File: config.mk
export PLATFORM = sky130hd
export DESIGN_NAME = uart_rx
export DESIGN_NICKNAME = d
export VERILOG_FILES = /design/src/rtl/uart_rx.sv
export SDC_FILE = /design/constraint.sdc
export NUM_CORES = 1
export LEC_CHECK = 0
export CAP_MARGIN = 20
export CORE_MARGIN = 1
export CORE_UTILIZATION = 44
export DETAILED_ROUTE_END_ITERATION = 10
export PLACE_DENSITY_LB_ADDON = 0.15
export SLEW_MARGIN = 25
export SYNTH_ARGS = -nofsm -noshare
export SYNTH_HDL_FRONTEND = slang
export SYNTH_SLANG_ARGS = --single-unit
File: constraint.sdc
create_clock -name clk -period 3.9 [get_ports clk]
set_input_delay 0.78 -clock clk [delete_from_list [all_inputs] [get_ports clk]]
set_output_delay 0.78 -clock clk [all_outputs]
set_load 0.1 [all_outputs]
File: src/rtl/uart_rx.sv
// UART receiver: 2-flop synchronizer, oversampled 3-point majority bit decisions,
// optional odd/even parity, stop-bit check and one-cycle result strobes.
module uart_rx #(
   parameter int unsigned CLK_FREQ   = 100_000_000,
   parameter int unsigned BAUD       = 115200,
   parameter int unsigned OVERSAMPLE = 16,
   parameter int unsigned DATA_BITS  = 8,
   parameter int unsigned PARITY     = 0
) (
   input  logic                 clk,
   input  logic                 rst,
   input  logic                 rx,
   output logic [DATA_BITS-1:0] rx_data,
   output logic                 rx_valid,
   output logic                 frame_err,
   output logic                 parity_err,
   output logic                 busy,
   output logic [2:0]           dbg_state_o
);
   localparam int unsigned DIV_RAW = (CLK_FREQ + (BAUD * OVERSAMPLE) / 2) / (BAUD * OVERSAMPLE);
   localparam int unsigned DIV     = (DIV_RAW < 1) ? 1 : DIV_RAW;
   localparam int unsigned DIV_W   = (DIV > 1) ? $clog2(DIV) : 1;
   localparam int unsigned S_W     = $clog2(OVERSAMPLE);
   localparam int unsigned B_W     = $clog2(DATA_BITS);

   localparam logic [S_W-1:0] S_LO   = S_W'(OVERSAMPLE / 2 - 1);
   localparam logic [S_W-1:0] S_MID  = S_W'(OVERSAMPLE / 2);
   localparam logic [S_W-1:0] S_HI   = S_W'(OVERSAMPLE / 2 + 1);
   localparam logic [S_W-1:0] S_LAST = S_W'(OVERSAMPLE - 1);

   typedef enum logic [2:0] {
      ST_IDLE, ST_START, ST_DATA, ST_PARITY, ST_STOP, ST_BREAK
   } state_t;

   state_t               state_q;
   logic                 rx_m_q, rx_s_q, rx_prev_q;
   logic [DIV_W-1:0]     div_q;
   logic [S_W-1:0]       s_q;
   logic [B_W-1:0]       bit_q;
   logic [DATA_BITS-1:0] shift_q;
   logic [1:0]           samp_q;
   logic                 par_bad_q;
   logic                 tick, decide, bit_d;

   always_ff @(posedge clk or negedge rst) begin
      if (!rst) begin
         rx_m_q <= 1'b1;
         rx_s_q <= 1'b1;
      end else begin
         rx_m_q <= rx;
         rx_s_q <= rx_m_q;
      end
   end

   assign tick        = (div_q == DIV_W'(DIV - 1));
   assign decide      = tick && (s_q == S_HI);
   // Majority of the two stored samples and the live sample at S_HI.
   assign bit_d       = (samp_q[0] & samp_q[1]) | (samp_q[0] & rx_s_q) | (samp_q[1] & rx_s_q);
   assign dbg_state_o = state_q;

   always_ff @(posedge clk or negedge rst) begin
      if (!rst) begin
         state_q    <= ST_IDLE;
         rx_prev_q  <= 1'b1;
         div_q      <= '0;
         s_q        <= '0;
         bit_q      <= '0;
         shift_q    <= '0;
         samp_q     <= '0;
         par_bad_q  <= 1'b0;
         rx_data    <= '0;
         rx_valid   <= 1'b0;
         frame_err  <= 1'b0;
         parity_err <= 1'b0;
         busy       <= 1'b0;
      end else begin
         rx_prev_q  <= rx_s_q;
         rx_valid   <= 1'b0;
         frame_err  <= 1'b0;
         parity_err <= 1'b0;

         if (tick) begin
            div_q <= '0;
            s_q   <= (s_q == S_LAST) ? '0 : s_q + S_W'(1);
            if (s_q == S_LO)  samp_q[0] <= rx_s_q;
            if (s_q == S_MID) samp_q[1] <= rx_s_q;
         end else begin
            div_q <= div_q + DIV_W'(1);
         end

         case (state_q)
            ST_IDLE: begin
               // Restart the divider and sample counter so samples align to this edge.
               if (rx_prev_q && !rx_s_q) begin
                  state_q   <= ST_START;
                  busy      <= 1'b1;
                  div_q     <= '0;
                  s_q       <= '0;
                  bit_q     <= '0;
                  par_bad_q <= 1'b0;
               end
            end
            ST_START: begin
               if (decide) begin
                  if (!bit_d) begin
                     state_q <= ST_DATA;
                  end else begin
                     state_q <= ST_IDLE;
                     busy    <= 1'b0;
                  end
               end
            end
            ST_DATA: begin
               if (decide) begin
                  shift_q <= {bit_d, shift_q[DATA_BITS-1:1]};
                  bit_q   <= bit_q + B_W'(1);
                  if (bit_q == B_W'(DATA_BITS - 1))
                     state_q <= (PARITY != 0) ? ST_PARITY : ST_STOP;
               end
            end
            ST_PARITY: begin
               if (decide) begin
                  par_bad_q <= (PARITY == 1) ? ~((^shift_q) ^ bit_d) : ((^shift_q) ^ bit_d);
                  state_q   <= ST_STOP;
               end
            end
            ST_STOP: begin
               // Leaving at mid-stop-bit lets an immediately following start bit be seen.
               if (decide) begin
                  if (bit_d) begin
                     state_q <= ST_IDLE;
                     busy    <= 1'b0;
                     if (par_bad_q) begin
                        parity_err <= 1'b1;
                     end else begin
                        rx_valid <= 1'b1;
                        rx_data  <= shift_q;
                     end
                  end else begin
                     frame_err <= 1'b1;
                     state_q   <= ST_BREAK;
                  end
               end
            end
            ST_BREAK: begin
               if (rx_s_q) begin
                  state_q <= ST_IDLE;
                  busy    <= 1'b0;
               end
            end
            default: begin
               state_q <= ST_IDLE;
               busy    <= 1'b0;
            end
         endcase
      end
   end
endmodule

==> summary.md <==
| Metric | Value |
|---|---|
| Status | finished clean |
| Crit path max fanout | 14 |
| Global route overflow | 0 |
| Design Area, Final | 2310 um2 |
| Final worst setup slack | 1030 ps |
| Worst setup SP type | flip-flop |
| Ys flop type | dfrtp_1 |
| Post-synth cell types | 36 |
| Most common cell in the netlist | dfrtp_1 |
| Clk root buf | clkbuf_8 |
| Yosys top cell by area | dfrtp_1 |
| WS Path Type | reg -> out |
| Tcrit/Tclk final | 0.735 |
| Post-synthesis average cell area | approximately 12 um2 |
| CTS resizes | 0 |
| Final hold vios | 0 |
| Synth area leaders | dfrtp_1, mux2_2, xnor2_1, ha_1, dfstp_2 |
| Pwr dens | 565 nW/um2 |
| I/O pins | 18 |
| Worst skew pair latency | 290 ps |
| Post-Place Setup Slack | 1350 ps |
| Sw frac | 0.366 |
| Largest net degree at the start of global routing | 43 |
| Placed Area | 2170 um2 |
| Max incr delay on CP | 1210 ps |
| Synthesized flop and latch total | 42 |
| Residual DRC | 0 |
| CTS tree | done |
| Yosys top cell area share | 0.498 |
| Delay-heaviest family, CP | buffers and inverters |
| Post-synthesis sequential area ratio | 0.539 |
| Switching pwr | approximately 480 uW |
| WP buf/inv | 1 |
| Via count | 1,260 |
| Clk slew on worst S/H paths | 80 ps |
| Port buffer count | 17 |
| Drt wl/cell | 14.2 um |
| Fin Clk Skew | just under 10 ps |
| Worst slew margin | 0.347 |
| Iter 0 DRT Violations | 65 |
| Sequential Power Share | 0.432 |
| RSZ-0062 raised after global routing | no |
| Total Negative Setup Slacks | 0 ps |
| Max Clk Rate | 349 MHz |
| Vias in the first global route | 1,227 |
| Die ar. | 4720 um2 |
| Gate power share | 0.311 |
| Number of nets in the layout | 195 |
| Post-synth EDFFs | 0 |
| Post-CTS Repair Setup Buffers | 0 |
| Worst setup EP type | output pin |
| Ant diodes | 0 |
| Area Overhead vs Synth | 17.8% |
| Endpoints failing setup | 0 |
| GP Congestion | between 0.7 and 0.8 |
| Share of cells above drive strength 1 | 0.204 |
| Post-synthesis cell area | just under 2000 um2 |
| Hold-fix buffers, CTS | 0 |
| FFs w/ async S/R, synth | 1.00 |
| CTS max path bufs | 2 |
| Slowest CP cell | clkdlybuf4s50_1 |
| First-pass detailed-route iteration total | 4 |
| Commonest cells in the netlist | dfrtp_1, mux2_2, nand2_1 |
| Pint | 827 uW |
| Leakage | 0.00104 uW |
| Die Wd | 68.7 um |
| Filler Cells Inserted | 367 |
| Drt via density | 5.34 |
| Core area | roughly 4100 um2 |
| VDD IR max | 0.398 mV |
| Tightest Hold Check Type | reg -> reg |
| Max Slew Vio Count | 0 |
| CTS Buf Count | 5 |
| Die height | approximately 70 um |
| WP data required | 3120 ps |
| Global-route wire length before repair | around 5600 um |
| # rows | 23 |
| Initial antenna violation count | 0 |
| All-Layer GR Usage | 0.165 |
| Max-Cap Viols | 0 |
| Routed wire length | about 3300 um |
| Yosys warns | 0 |
| Period minus WS final | about 2900 ps |
| ANT nets after route | 0 |
| Dpl hpwl | approximately 2300 um |
| Htree depth | 2 |
| Crit path DAT | 2090 ps |
| Post-Synthesis Cells | ~160 |
| Sink Count | 42 |
| Worst-margin pin slew | 976 ps |
| Worst-path cell chain | clkdlybuf4s50_1 |
| Starting Density | 0.473 |
| Clock share of power | 0.257 |
| Syn nets | 173 |
[power groups by stage]
| stage | registers, uW | logic (uW) | clock network [uW] |
|---|---|---|---|
| floorplan | 662 | 222 | 0 |
| global placement | 564 | 394 | 0 |
| detailed placement | 571 | 402 | 0 |
| CTS | 563 | 405 | 350 |
| global route | 574 | 440 | 366 |
| finish | 563 | 405 | 336 |
[per-stage QoR]
step | hold slack (ps) | power (uW) | instances | util
CTS | 366 | 1320 | 235 | 0.550
global route | 366 | 1380 | 236 | 0.557
detailed placement | 349 | 973 | 227 | 0.524
global placement | 347 | 958 | 227 | 0.524
finish | 364 | 1300 | 236 | 0.557
floorplan | 345 | 884 | 163 | -
[state kept, by name (all words and copies together), names as in the netlist]
register	cells
bit_q	3
busy	1
dbg_state_o	3
div_q	6
frame_err	1
par_bad_q	1
parity_err	1
rx_data	8
rx_m_q	1
rx_prev_q	1
rx_s_q	1
rx_valid	1
s_q	4
samp_q	2
shift_q	8
[cell usage in the layout (no fill, tap or decap), types with 2 or more instances in the layout]
cell type        count
nand2_1             15
mux2_2              21
dfrtp_1             39
nor2_1              11
nand3_1              3
nand2b_1             2
nor2b_1              3
xnor2_1             11
ha_1                 7
clkbuf_8             5
o21ai_0              7
a21oi_1              4
nor3b_1              2
dfstp_2              3
nor3_1               5
clkdlybuf4s50_1     16
o31ai_1              2
inv_1                5
xor2_1               4
[worst paths after layout]
kind	to	startpoint	slack, ps	cells after the start
worst max-delay path	dbg_state_o[2]	dbg_state_o[2]$_DFFE_PN0P_	1030	1
worst min-delay path	rx_s_q$_DFF_PN1_	rx_m_q$_DFF_PN1_	360	0
worst max register to register	shift_q[4]$_DFFE_PN0P_	div_q[3]$_DFF_PN0_	1620	4
worst min register to register	rx_s_q$_DFF_PN1_	rx_m_q$_DFF_PN1_	360	0
max in group asynchronous	rx_s_q$_DFF_PN1_	rst	2840	2
min in group asynchronous	par_bad_q$_DFFE_PN0P_	rst	480	1
[routing by layer]
layer	vias to the layer above	track usage	share of wire
met5	-	0	0
met4	0	0.0612	0.016
met3	6	0.0510	0.034
met2	26	0.265	0.49
met1	619	0.210	0.46
li1	609	-	-
[logic make-up after synthesis]
logic type | after synthesis | share of synthesized area
xor gates and xnor gates | 15 | 0.0671
adders and majority gates | 8 | 0.0498
muxes | 22 | 0.126
buffers and inverters | 8 | 0.0179
AOI/OAI and AO/OA | 19 | 0.0601
DFF | 42 | 0.539
and+or+nand+nor | 49 | 0.141
[cell type report]
cell class	count	area [um2]	share of cell area
Clock inverter	2	37.5	0.0163
Clock buffer	6	72.6	0.0315
Tap cell	50	62.6	0.0271
Sequential cell	42	1050	0.457
Multi-Input combinational cell	113	868	0.376
Timing Repair Buffer	18	193	0.0835
Inverter	5	18.8	0.00813
(Power assumes the default switching activity.)
